$ cat src/rtl/inst_dispatch_pkg.sv
// Shared widths, opcodes, instruction payload, lane states and opcode decode
// helpers for the two-lane instruction dispatcher.
package inst_dispatch_pkg;

    localparam int unsigned INS_PART_WID  = 4;
    localparam int unsigned NUM_REGS      = 2 ** INS_PART_WID;
    localparam int unsigned FETCH_TIMEOUT = 8;
    localparam int unsigned CNT_WID       = 8;
    localparam int unsigned TMO_WID       = $clog2(FETCH_TIMEOUT);

    typedef logic [INS_PART_WID-1:0] field_t;

    localparam field_t OP_NOP = field_t'(0);
    localparam field_t OP_ADD = field_t'(1);
    localparam field_t OP_SUB = field_t'(2);
    localparam field_t OP_MUL = field_t'(3);
    localparam field_t OP_LD  = field_t'(4);
    localparam field_t OP_ST  = field_t'(5);

    typedef struct packed {
        field_t op;
        field_t dest;
        field_t src0;
        field_t src1;
    } inst_t;

    typedef enum logic [1:0] {
        ST_IDLE = 2'd0,
        ST_REQ  = 2'd1,
        ST_HOLD = 2'd2
    } lane_state_t;

    function automatic logic is_legal(field_t op);
        return op <= OP_ST;
    endfunction

    function automatic logic uses_dest(field_t op);
        return (op == OP_ADD) || (op == OP_SUB) || (op == OP_MUL) || (op == OP_LD);
    endfunction

    function automatic logic uses_src0(field_t op);
        return (op == OP_ADD) || (op == OP_SUB) || (op == OP_MUL) || (op == OP_LD) || (op == OP_ST);
    endfunction

    function automatic logic uses_src1(field_t op);
        return (op == OP_ADD) || (op == OP_SUB) || (op == OP_MUL) || (op == OP_ST);
    endfunction

    // RAW on any used source or WAW on the destination against the busy vector.
    function automatic logic reg_hazard(inst_t i, logic [NUM_REGS-1:0] busy);
        return (uses_src0(i.op) & busy[i.src0]) |
               (uses_src1(i.op) & busy[i.src1]) |
               (uses_dest(i.op) & busy[i.dest]);
    endfunction

    // True when instruction i reads or writes register r.
    function automatic logic reg_conflict(inst_t i, field_t r);
        return (uses_src0(i.op) && (i.src0 == r)) ||
               (uses_src1(i.op) && (i.src1 == r)) ||
               (uses_dest(i.op) && (i.dest == r));
    endfunction

endpackage

$ cat src/rtl/inst_dispatch_lane.sv
// One dispatch lane: fetch FSM with timeout, capture register and the
// dispatch valid/ready handshake gated by the hazard computed upstream.
module dispatch_lane
    import inst_dispatch_pkg::*;
(
    input  logic  clk,
    input  logic  rst_n,
    input  logic  inst_valid,
    input  inst_t inst_in,
    input  logic  disp_ready,
    input  logic  hazard,
    output logic  fetch,
    output inst_t held,
    output logic  disp_valid_c,
    output logic  xfer_c,
    output logic  illegal_c
);

    lane_state_t        state_q, state_d;
    logic [TMO_WID-1:0] tmo_q, tmo_d;
    logic               cap_en;

    assign disp_valid_c = (state_q == ST_HOLD) & ~hazard;
    assign xfer_c       = disp_valid_c & disp_ready;

    always_ff @(posedge clk or negedge rst_n) begin
        if (!rst_n) begin
            state_q <= ST_IDLE;
            tmo_q   <= '0;
            fetch   <= 1'b0;
            held    <= '0;
        end else begin
            state_q <= state_d;
            tmo_q   <= tmo_d;
            fetch   <= (state_d == ST_REQ);
            if (cap_en) held <= inst_in;
        end
    end

    // Next state; illegal opcodes are dropped without leaving REQ.
    always_comb begin
        state_d   = state_q;
        tmo_d     = tmo_q;
        cap_en    = 1'b0;
        illegal_c = 1'b0;
        case (state_q)
            ST_IDLE: begin
                state_d = ST_REQ;
                tmo_d   = '0;
            end
            ST_REQ: begin
                if (inst_valid) begin
                    tmo_d = '0;
                    if (is_legal(inst_in.op)) begin
                        cap_en  = 1'b1;
                        state_d = ST_HOLD;
                    end else begin
                        illegal_c = 1'b1;
                    end
                end else if (tmo_q == TMO_WID'(FETCH_TIMEOUT - 1)) begin
                    state_d = ST_IDLE;
                    tmo_d   = '0;
                end else begin
                    tmo_d = tmo_q + TMO_WID'(1);
                end
            end
            ST_HOLD: begin
                if (xfer_c) begin
                    state_d = ST_REQ;
                    tmo_d   = '0;
                end
            end
            default: begin
                state_d = ST_IDLE;
                tmo_d   = '0;
            end
        endcase
    end

endmodule

$ cat src/rtl/inst_dispatch.sv
// Two-lane instruction dispatcher: register scoreboard with writeback bypass,
// lane1-before-lane2 ordering hazard and a saturating illegal-opcode counter.
module inst_dispatch
    import inst_dispatch_pkg::*;
(
    input  logic                    clk,
    input  logic                    rst_n,
    output logic                    inst_1_fetch,
    input  logic                    inst_1_valid,
    input  logic [INS_PART_WID-1:0] inst_1_type,
    input  logic [INS_PART_WID-1:0] inst_1_dest,
    input  logic [INS_PART_WID-1:0] inst_1_src0,
    input  logic [INS_PART_WID-1:0] inst_1_src1,
    output logic                    inst_2_fetch,
    input  logic                    inst_2_valid,
    input  logic [INS_PART_WID-1:0] inst_2_type,
    input  logic [INS_PART_WID-1:0] inst_2_dest,
    input  logic [INS_PART_WID-1:0] inst_2_src0,
    input  logic [INS_PART_WID-1:0] inst_2_src1,
    output logic                    disp_1_valid,
    input  logic                    disp_1_ready,
    output logic [INS_PART_WID-1:0] disp_1_op,
    output logic [INS_PART_WID-1:0] disp_1_dest,
    output logic [INS_PART_WID-1:0] disp_1_src0,
    output logic [INS_PART_WID-1:0] disp_1_src1,
    output logic                    disp_2_valid,
    input  logic                    disp_2_ready,
    output logic [INS_PART_WID-1:0] disp_2_op,
    output logic [INS_PART_WID-1:0] disp_2_dest,
    output logic [INS_PART_WID-1:0] disp_2_src0,
    output logic [INS_PART_WID-1:0] disp_2_src1,
    input  logic                    wb_valid,
    input  logic [INS_PART_WID-1:0] wb_reg,
    output logic                    illegal_pulse,
    output logic [CNT_WID-1:0]      illegal_cnt
);

    localparam int unsigned CNT_SUM_WID = CNT_WID + 1;

    inst_t                 in1, in2, held1, held2;
    logic                  haz1, haz2, xfer1, xfer2, ill1, ill2;
    logic [NUM_REGS-1:0]   busy_q, busy_d, busy_eff, wb_clr, disp_set;
    logic [CNT_SUM_WID-1:0] cnt_sum;

    assign in1 = '{op: inst_1_type, dest: inst_1_dest, src0: inst_1_src0, src1: inst_1_src1};
    assign in2 = '{op: inst_2_type, dest: inst_2_dest, src0: inst_2_src0, src1: inst_2_src1};

    dispatch_lane u_lane1 (
        .clk          (clk),
        .rst_n        (rst_n),
        .inst_valid   (inst_1_valid),
        .inst_in      (in1),
        .disp_ready   (disp_1_ready),
        .hazard       (haz1),
        .fetch        (inst_1_fetch),
        .held         (held1),
        .disp_valid_c (disp_1_valid),
        .xfer_c       (xfer1),
        .illegal_c    (ill1)
    );

    dispatch_lane u_lane2 (
        .clk          (clk),
        .rst_n        (rst_n),
        .inst_valid   (inst_2_valid),
        .inst_in      (in2),
        .disp_ready   (disp_2_ready),
        .hazard       (haz2),
        .fetch        (inst_2_fetch),
        .held         (held2),
        .disp_valid_c (disp_2_valid),
        .xfer_c       (xfer2),
        .illegal_c    (ill2)
    );

    assign {disp_1_op, disp_1_dest, disp_1_src0, disp_1_src1} = held1;
    assign {disp_2_op, disp_2_dest, disp_2_src0, disp_2_src1} = held2;

    // Writeback clears before the hazard check so a reader can issue in the wb cycle.
    always_comb begin
        wb_clr = '0;
        if (wb_valid) wb_clr[wb_reg] = 1'b1;
    end

    assign busy_eff = busy_q & ~wb_clr;

    // Lane 2 is younger: it also waits on lane 1's same-cycle destination.
    assign haz1 = reg_hazard(held1, busy_eff);
    assign haz2 = reg_hazard(held2, busy_eff) |
                  (xfer1 & uses_dest(held1.op) & reg_conflict(held2, held1.dest));

    always_comb begin
        disp_set = '0;
        if (xfer1 && uses_dest(held1.op)) disp_set[held1.dest] = 1'b1;
        if (xfer2 && uses_dest(held2.op)) disp_set[held2.dest] = 1'b1;
        busy_d = busy_eff | disp_set;
    end

    assign cnt_sum = {1'b0, illegal_cnt} + CNT_SUM_WID'(ill1) + CNT_SUM_WID'(ill2);

    always_ff @(posedge clk or negedge rst_n) begin
        if (!rst_n) begin
            busy_q        <= '0;
            illegal_pulse <= 1'b0;
            illegal_cnt   <= '0;
        end else begin
            busy_q        <= busy_d;
            illegal_pulse <= ill1 | ill2;
            illegal_cnt   <= cnt_sum[CNT_WID] ? '1 : cnt_sum[CNT_WID-1:0];
        end
    end

endmodule
$ cat config.mk
export PLATFORM = sky130hd
export DESIGN_NAME = inst_dispatch
export DESIGN_NICKNAME = d
export VERILOG_FILES = /design/src/rtl/inst_dispatch_pkg.sv /design/src/rtl/inst_dispatch_lane.sv /design/src/rtl/inst_dispatch.sv
export SDC_FILE = /design/constraint.sdc
export NUM_CORES = 1
export LEC_CHECK = 0
export ABC_CLOCK_PERIOD_IN_PS = 3300
export BUFFER_PORTS_ARGS = -buffer_cell sky130_fd_sc_hd__buf_2
export CAP_MARGIN = 20
export CORE_AREA = 4 4 99 101
export DETAILED_ROUTE_END_ITERATION = 6
export DIE_AREA = 0 0 103 105
export PLACE_DENSITY = 0.73
export SLEW_MARGIN = 5
export SYNTH_ARGS = -nofsm -noshare
export SYNTH_HDL_FRONTEND = slang
export SYNTH_SLANG_ARGS = --single-unit
$ cat constraint.sdc
create_clock -name clk -period 3.3 [get_ports clk]
set_input_delay 0.33 -clock clk [delete_from_list [all_inputs] [get_ports clk]]
set_output_delay 0.33 -clock clk [all_outputs]
set_load 0.01 [all_outputs]
After elaboration in Yosys (flattened, before gate mapping)
Cells that the tools add are included.
- register bits after elaboration: 69
- latch bits: 0
- RAM bits: 0
- memory bits (read-only): 0
- logic and storage cells: 154
- memories: 0
- add/subtract/negate cells: 4
- multiply operators: 0
- divide/modulo/power cells: 0
- magnitude comparators: 12
- equality and inequality tests: 23
- shifts and indexed selects: 0
- mux-type cells: 52
- bitwise gates (word level): 24
- reductions and logical operators: 22
- operators by type and width (cell ; number):
    $mux W16 ; 3
    $lt A4 B5 Y1 const B ; 7
    $or A16 B16 Y16 ; 2
    $bmux W1 S4 ; 6
    $mux W1 ; 21
    $mux W3 ; 6
    $and A16 B16 Y16 ; 1
    $eq A4 B2 Y1 const B ; 4
    $eq A4 B3 Y1 const B ; 4
    $mux W2 ; 8
    $not A16 Y16 ; 1
    $and A1 B1 Y1 ; 12
    $demux W1 S4 ; 3
    $eq A4 B4 Y1 ; 3
    $ge A4 B1 Y1 const B ; 3
    $logic_or A1 B1 Y1 ; 12
    $pmux W2 S3 ; 2
    $pmux W3 S2 ; 2
    $add A8 B1 Y9 ; 1
    $add A9 B1 Y9 ; 1
    $eq A2 B1 Y1 const B ; 4
    $eq A4 B1 Y1 const B ; 2
    $le A4 B3 Y1 const B ; 2
    $logic_and A1 B1 Y1 ; 8
    other kinds (8) ; 19

Logic depth before layout (Yosys ltp)
Gate-level depths: netlist of run 1.
- depth in word-level cells: 24
- mapped depth: 11
- gate-level depth less buffers: 8

Cells and area by module
From an unflattened synthesis of run 1, not the netlist that was laid out.
- cell total of the unflattened synthesis: 410
- area, all modules: 4419.2 um2
- modules (own cells, without submodules) (module ; instances ; cells an instance ; area an instance (um2) ; seq. area each (um2)):
    inst_dispatch ; 1 ; 292 ; 2547.4 ; 625.6
    dispatch_lane ; 2 ; 59 ; 935.9 ; 550.5

Least setup slack after synthesis of run 1
OpenSTA, ideal clock, no wires.
- kind: input -> output
- start: input wb_reg[3]
- end: output disp_2_valid
- arrival time: 2416 ps
- slack: 554 ps
- stages on the path: 8
- path buffers: 1
- cells stage by stage: or3b_1 buf_6 o21ai_2 mux2i_1 mux4_2 o2111a_1 a211oi_4 a21boi_1
- longest elaborated chain between the ends: 20
- ends and longest elaborated chain (item ; line ; RTL):
    from (decl) ; inst_dispatch.sv:33 ; input logic [INS_PART_WID-1:0] wb_reg,
    $lt A4 B5 Y1 (implied by the code) or $ge A4 B1 Y1 (tied branches) ; inst_dispatch.sv:82 ; if (wb_valid) wb_clr[wb_reg] = 1'b1;
    $logic_and A1 B1 Y1 (implied by the code) ; inst_dispatch.sv:82 ;
    $mux W1 (implied by the code) ; inst_dispatch.sv:82 ;
    $demux W1 S4 * ; inst_dispatch.sv:82 ;
    $mux W16 * ; inst_dispatch.sv:82 ;
    $not A16 Y16 * ; inst_dispatch.sv:85 ; assign busy_eff = busy_q & ~wb_clr;
    $and A16 B16 Y16 * ; inst_dispatch.sv:85 ;
    $bmux W1 S4, on equally long branches ; inst_dispatch_pkg.sv:51, inst_dispatch_pkg.sv:52 ;
    [3 not listed] ; n/a ;
    $or A1 B1 Y1 ; inst_dispatch_pkg.sv:52 ; (uses_src1(i.op) & busy[i.src1]) |
    $not A1 Y1 ; inst_dispatch_lane.sv:23 ; assign disp_valid_c = (state_q == ST_HOLD) & ~hazard;
    $and A1 B1 Y1 ; inst_dispatch_lane.sv:23 ;
    $and A1 B1 Y1 ; inst_dispatch_lane.sv:24 ; assign xfer_c = disp_valid_c & disp_ready;
    $and A1 B1 Y1 (2 in series) ; inst_dispatch.sv:90 ; (xfer1 & uses_dest(held1.op) & reg_conflict(held2, held1.dest));
    $or A1 B1 Y1 * ; inst_dispatch.sv:89 ; assign haz2 = reg_hazard(held2, busy_eff) |
    $not A1 Y1 * ; inst_dispatch_lane.sv:23 ;
    $and A1 B1 Y1 * ; inst_dispatch_lane.sv:23 ;
    to (decl) ; inst_dispatch.sv:26 ; output logic disp_2_valid,
Every way passes the cells marked *; elsewhere a longest branch is shown, timed or not. The select of a mux whose other input is x is not followed.

Final worst setup path of run 1
- start: register u_lane1.held[11] in the netlist's numbering
- end: output disp_2_valid
- longest elaborated chain between the ends: 12
- ends and longest elaborated chain (item ; line ; RTL):
    from (decl) ; inst_dispatch_lane.sv:13 ; output inst_t held,
    from (signal assigned) ; inst_dispatch_lane.sv:36 ; if (cap_en) held <= inst_in;
    $bmux W1 S4 ; inst_dispatch_pkg.sv:53 ; (uses_dest(i.op) & busy[i.dest]);
    $mux W1 (implied by the code) ; inst_dispatch_pkg.sv:53 ;
    $and A1 B1 Y1 ; inst_dispatch_pkg.sv:53 ;
    $or A1 B1 Y1 ; inst_dispatch_pkg.sv:52 ;
    $not A1 Y1 ; inst_dispatch_lane.sv:23 ;
    $and A1 B1 Y1 ; inst_dispatch_lane.sv:23 ;
    $and A1 B1 Y1 ; inst_dispatch_lane.sv:24 ;
    $and A1 B1 Y1 ; inst_dispatch.sv:90 ;
    $and A1 B1 Y1 * ; inst_dispatch.sv:90 ;
    $or A1 B1 Y1 * ; inst_dispatch.sv:89 ;
    $not A1 Y1 * ; inst_dispatch_lane.sv:23 ;
    $and A1 B1 Y1 * ; inst_dispatch_lane.sv:23 ;
Marks and branches as above.

==> results of run 1 <==
==> cells in the mapped netlist, types with 4 or more instances <==
master / number / area (um^2)
nor2b_1: 16 / 100
o2111ai_1: 17 / 149
o21ai_0: 15 / 75.1
mux4_2: 4 / 90.1
nand3_1: 19 / 95.1
nor2_1: 18 / 67.6
a211oi_1: 4 / 30.0
o211ai_1: 25 / 188
nand3b_1: 4 / 30.0
mux2i_1: 15 / 150
inv_1: 15 / 56.3
xnor2_1: 4 / 35.0
o21ai_2: 9 / 78.8
or3_1: 5 / 31.3
a31oi_1: 12 / 75.1
ha_1: 5 / 62.6
o21a_1: 11 / 82.6
mux2_2: 32 / 360
and2_1: 7 / 43.8
clkbuf_1: 25 / 93.8
o21ai_1: 10 / 50.1
a21oi_1: 9 / 45.0
nor3_1: 4 / 20.0
xor2_1: 11 / 96.3
nor4_1: 4 / 25.0
nand2b_1: 9 / 56.3
dfrtp_1: 69 / 1730
nand2_1: 23 / 86.3
or2_2: 4 / 25.0
buf_1: 5 / 18.8
nand4_1: 7 / 43.8
==> kinds of logic (layout without fill, tap and decap cells) <==
logic type	count (synthesis)	in the layout	synth area share [%]
buffers and inverters	49	155	4.43
adders and majority gates	6	6	1.79
DFF	69	69	37.5
muxes	51	51	13.0
xor gates and xnor gates	15	15	2.85
and+or+nand+nor	136	136	16.6
AOI/OAI and AO/OA	146	146	23.8
==> layout make-up <==
class                   count  area (um^2)
repair buffers            124          713
fillers                   794         3490
flip-flops and latches     69         1730
inverters                  15         56.3
clock buffers              10          128
well taps                 111          139
multi-input cells         354         2680
clock inverters             6         95.1
==> state kept, by name, indices dropped and copies added, names as in the netlist <==
name	cells
u_lane1.held	16
u_lane2.state_q	2
u_lane1.fetch	1
illegal_pulse	1
u_lane2.fetch	1
u_lane2.tmo_q	3
u_lane1.tmo_q	3
busy_q	16
illegal_cnt	8
u_lane1.state_q	2
u_lane2.held	16
==> path summary, 6_finish.rpt <==
check                                        start                 end  slack, ps  cells past startpoint
worst max-delay path              u_lane1.held[11]        disp_2_valid        200                      8
worst min-delay path                         rst_n     u_lane2.held[4]         40                      1
worst max register to register    u_lane1.held[11]    u_lane1.tmo_q[0]        530                      9
worst min register to register  u_lane2.state_q[1]  u_lane2.state_q[0]        520                      1
max in group asynchronous                    rst_n          busy_q[14]       2440                      2
min in group clk                    inst_2_dest[0]     u_lane2.held[8]        200                      2
==> layer usage <==
layer	part of all wire [%]	track usage, %
met1	41	37.4
met4	3.3	11.3
met3	8.2	6.94
met5	0	0
met2	47	40.1
==> critical path, cell delays in order (launching register included) <==
cell,delay [ps]
dfrtp_1,570
nor2b_1,470
nand2_1,110
o31a_1,250
o2111ai_1,230
o32a_1,290
o211a_2,250
a21boi_1,80
buf_2,160
==> what timing repair did <==
action / 4_1_cts / 5_1_grt
resized for setup: 0 / 1
endpoints found under the setup margin: 0 / 1
setup buffers: 0 / 0
==> stage by stage <==
stage | power [mW] | hold slack, ps | std cells
after floorplan | 2.55 | 34.4 | 472
after global placement | 3.24 | 427 | 673
after detailed placement | 3.28 | 446 | 673
after CTS | 4.07 | 58.9 | 689
after global routing | 4.35 | 92.9 | 689
final | 4.09 | 39.7 | 689
==> power groups by stage <==
stage | Sequential, mW | Combinational (mW) | Clock, mW
4_1_cts | 1.55 | 1.72 | 0.804
2_1_floorplan | 1.38 | 1.17 | 0
6_report | 1.56 | 1.73 | 0.788
3_3_place_gp | 1.56 | 1.69 | 0
5_1_grt | 1.61 | 1.89 | 0.849
3_5_place_dp | 1.56 | 1.71 | 0
==> results_dict.tcl, run 1 <==
set metrics [dict create \
    post-route-util_pct 61.4 \
    finalClockSkew_ps 11.3 \
    drive_gt1_share_pct 33.4 \
    initial_core_util_pct 51.1 \
    crit_type "flip-flop to primary output" \
    dieArea_mm2 0.0108 \
    max_freq_ghz 0.322 \
    setup_viol 0 \
    slew_headroom_pct 46.8 \
    drc 0 \
    core_area_mm2 0.00902 \
    cts_tree "built" \
    overflow 0 \
    area_growth_pct 20.2 \
    ant_nets 0 \
    seqPwrFrac_pct 38.3 \
    vias_per_cell 6.37 \
    final_nets 622 \
    ys_seq_elements 69 \
    hold_path.class "input pin to async pin" \
    portBuffers 87 \
    post-place-ws_ps 108 \
    clockBufferDepth 2 \
    place_congestion 0.992 \
    die_w_um 103 \
    grt_pass1_vias 4326 \
    mappedNetlistNets 521 \
    htreeDepth 3 \
    synth.cell_area_mm2 0.00461 \
    mostFrequentLayoutCell "buf_2" \
    powerDensity_mw_per_mm2 738 \
    grt_max_degree 34 \
    clock_latency_ps 360 \
    worst_pin_slew_ps 795 \
    grt_antenna_before_repair 0 \
    async_flop_share_pct 100 \
    critPathRequiredTime_ps 2970 \
    setup_tns_ps 0 \
    grt_pass1_wl_mm 22.9 \
    slew_violations 0 \
    place_area_mm2 0.00531 \
    pwr-share-comb_pct 42.4 \
    cts_root_buf "clkbuf_8" \
    period_needed_ps 3100 \
    grt_usage_pct 27.1 \
    maxCapViolCount 0 \
    syn_inst 472 \
    num_rows 35 \
    fin_crit_sh_pct 94.0 \
    post-dp-hpwl_mm 10.9 \
    status "completed" \
    p_sw_mw 1.77 \
    hold_buffers 0 \
    cts_made_buffers 9 \
    yosys_warnings 0 \
    first_pass_iters 5 \
    finalWirelength_mm 14.2 \
    num_io_pins 88 \
    p_leak_nw 2.44 \
    synth_edf_count 0 \
    ys.flop_type "dfrtp_1" \
    startpoint_type "flip-flop" \
    path_max_fanout 11 \
    synth_area_per_cell_um2 9.76 \
    hold_viol_final 0 \
    num_vias 4389 \
    p_int_mw 2.31 \
    path_clk_slew_ps 80 \
    fin_ws_ps 199 \
    diodes 0 \
    synth.distinct_cells 70 \
    die_h_um 105 \
    cts_sinks 69 \
    peakVddDrop_mv 0.421 \
    crit_path_end_kind "primary output" \
    swShare_pct 43.4 \
    drtIter0Drc 326 \
    final_cell_area_mm2 0.00554 \
    cp.arrival_ps 2770 \
    final_cell_mix "buf_2, dfrtp_1, buf_4, mux2_2, o211ai_1" \
    grt_setup_unrepaired "no" \
    drt-wirelength-per-cell_um 20.6 \
    synth.yosys.seq_area_share_pct 37.5 \
    power_frac_clock_pct 19.3 \
]
Power figures use the tool's default switching activity.
==> run 2, diff against run 1 <==
--- a/config.mk
+++ b/config.mk
@@ -8,10 +8,12 @@
 export ABC_CLOCK_PERIOD_IN_PS = 3300
 export BUFFER_PORTS_ARGS = -buffer_cell sky130_fd_sc_hd__buf_2
 export CAP_MARGIN = 20
-export CORE_AREA = 4 4 99 101
+export CELL_PAD_IN_SITES_DETAIL_PLACEMENT = 0
+export CELL_PAD_IN_SITES_GLOBAL_PLACEMENT = 1
+export CORE_AREA = 4 4 98 123
 export DETAILED_ROUTE_END_ITERATION = 6
-export DIE_AREA = 0 0 103 105
-export PLACE_DENSITY = 0.73
+export DIE_AREA = 0 0 102 127
+export PLACE_DENSITY = 0.77
 export SLEW_MARGIN = 5
 export SYNTH_ARGS = -nofsm -noshare
 export SYNTH_HDL_FRONTEND = slang
==> run 2 against run 1 <==
Compared with the run above:
- the run now ends with hold timing left
- combinational power about the same
- flip-flop and latch count unchanged
- maximum frequency decreased by 1.0%
- critical path type is now input pin to primary output
- highest routed layer unchanged
==> results_dict.tcl, run 2 (synthesis results as in run 1) <==
set metrics [dict create \
    drive_gt1_share_pct 33.0 \
    status "finished with violations" \
    top_regs "busy_q x16, u_lane1.held x16, u_lane2.held x16" \
    slew_violations 0 \
    path_max_fanout 6 \
    whs_ps -8.84 \
    portBuffers 87 \
    area_growth_pct 22.9 \
    slew_headroom_pct 44.4 \
    hold_buffers 0 \
    clockBufferDepth 2 \
    num_io_pins 88 \
    startpoint_type "input pin" \
    final_cell_area_mm2 0.00566 \
    post-dp-hpwl_mm 11.4 \
    hold_path.class "input pin to async pin" \
    first_pass_iters 5 \
    period_needed_ps 3130 \
    diodes 0 \
    violations "hold timing" \
    clock_latency_ps 340 \
    grt_max_degree 26 \
    fillers 1021 \
    cts_sinks 69 \
    drt-wirelength-per-cell_um 20.9 \
    critPathRequiredTime_ps 2970 \
    post-route-util_pct 51.6 \
    ant_nets 0 \
    setup_tns_ps 0 \
    grt_pass1_wl_mm 23.9 \
    worst_pin_slew_ps 832 \
    path_clk_slew_ps 60 \
    dieArea_mm2 0.0130 \
    htreeDepth 3 \
    die_w_um 102 \
    drc 0 \
    fin_crit_sh_pct 94.9 \
    num_rows 43 \
    overflow 0 \
    final_cell_mix "buf_2, dfrtp_1, mux2_2, buf_4, o211ai_1" \
    maxCapViolCount 0 \
    place_area_mm2 0.00529 \
    dp.cells 690 \
    grt_setup_unrepaired "no" \
    finalClockSkew_ps 7.15 \
    setup_viol 0 \
    initial_core_util_pct 42.0 \
    grt_pass1_vias 4411 \
    grt_usage_pct 23.7 \
    num_vias 4404 \
    cts_root_buf "clkbuf_16" \
    crit_type "input pin to primary output" \
    drtIter0Drc 358 \
    finalWirelength_mm 14.8 \
    die_h_um 127 \
    place_congestion 0.951 \
    grt_antenna_before_repair 0 \
    core_area_mm2 0.0110 \
    final_cells 708 \
    max_freq_ghz 0.319 \
    mostFrequentLayoutCell "buf_2" \
    crit_path_end_kind "primary output" \
    p_leak_nw 2.48 \
    peakVddDrop_mv 0.468 \
    cp.arrival_ps 2800 \
    hold_viol_final 22 \
    final_nets 617 \
    cts_tree "built" \
    vias_per_cell 6.22 \
    cts_made_buffers 9 \
    powerDensity_mw_per_mm2 783 \
]
==> run 2: final timing paths <==
check                           cells past startpoint  slack (ps)                from                  to
worst max-delay path                               10         170           wb_reg[0]        disp_2_valid
worst min-delay path                                1          -9               rst_n     u_lane1.held[5]
worst max register to register                      7         470     u_lane2.held[9]    u_lane2.tmo_q[1]
min in group clk                                    2         220      inst_1_type[0]    u_lane1.held[12]
max in group asynchronous                           2        2560               rst_n          busy_q[14]
worst min register to register                      1         500  u_lane2.state_q[1]  u_lane2.state_q[0]
==> run 2: final cells by class <==
type                    instances  area, um^2  share of cell area (%)
clock inverters                 5         106                    1.88
repair buffers                119         676                    11.9
flip-flops and latches         69        1730                    30.5
well taps                     135         169                    2.98
inverters                      15        56.3                   0.995
clock buffers                  11         243                    4.29
multi-input cells             354        2680                    47.4
==> run 2: what timing repair did <==
action | 4_1_cts | 5_1_grt
setup endpoints to repair | 0 | 2
resized for setup | 0 | 4
setup buffers | 0 | 2
==> run 2: stage by stage <==
step | total power, mW | setup slack (ps)
5_1_grt | 4.70 | 79.7
4_1_cts | 4.41 | 33.7
2_1_floorplan | 2.55 | 554
3_3_place_gp | 3.25 | 111
6_report | 4.43 | 168
3_5_place_dp | 3.26 | 2.09
==> run 2: power breakdown <==
part           total [mW]  internal (mW)  switching [mW]
registers            1.57           1.09           0.485
logic                1.72          0.782           0.942
clock network        1.13          0.762           0.372
total                4.43           2.63            1.80
==> run 2: critical path: stages <==
cell	delay (ps)
buf_2	120
nand2b_1	290
buf_4	230
o21ai_1	220
mux2i_1	130
mux4_2	490
o2111a_1	290
a211oi_4	330
a21boi_1	220
buf_2	160
==> run 2: layer usage <==
metal,track usage [%],vias to the layer above,wire length (um)
li1,-,1997,-
met1,29.8,2162,5950
met2,39.7,198,7430
met3,3.66,47,779
met4,11.0,0,673
met5,0,-,0
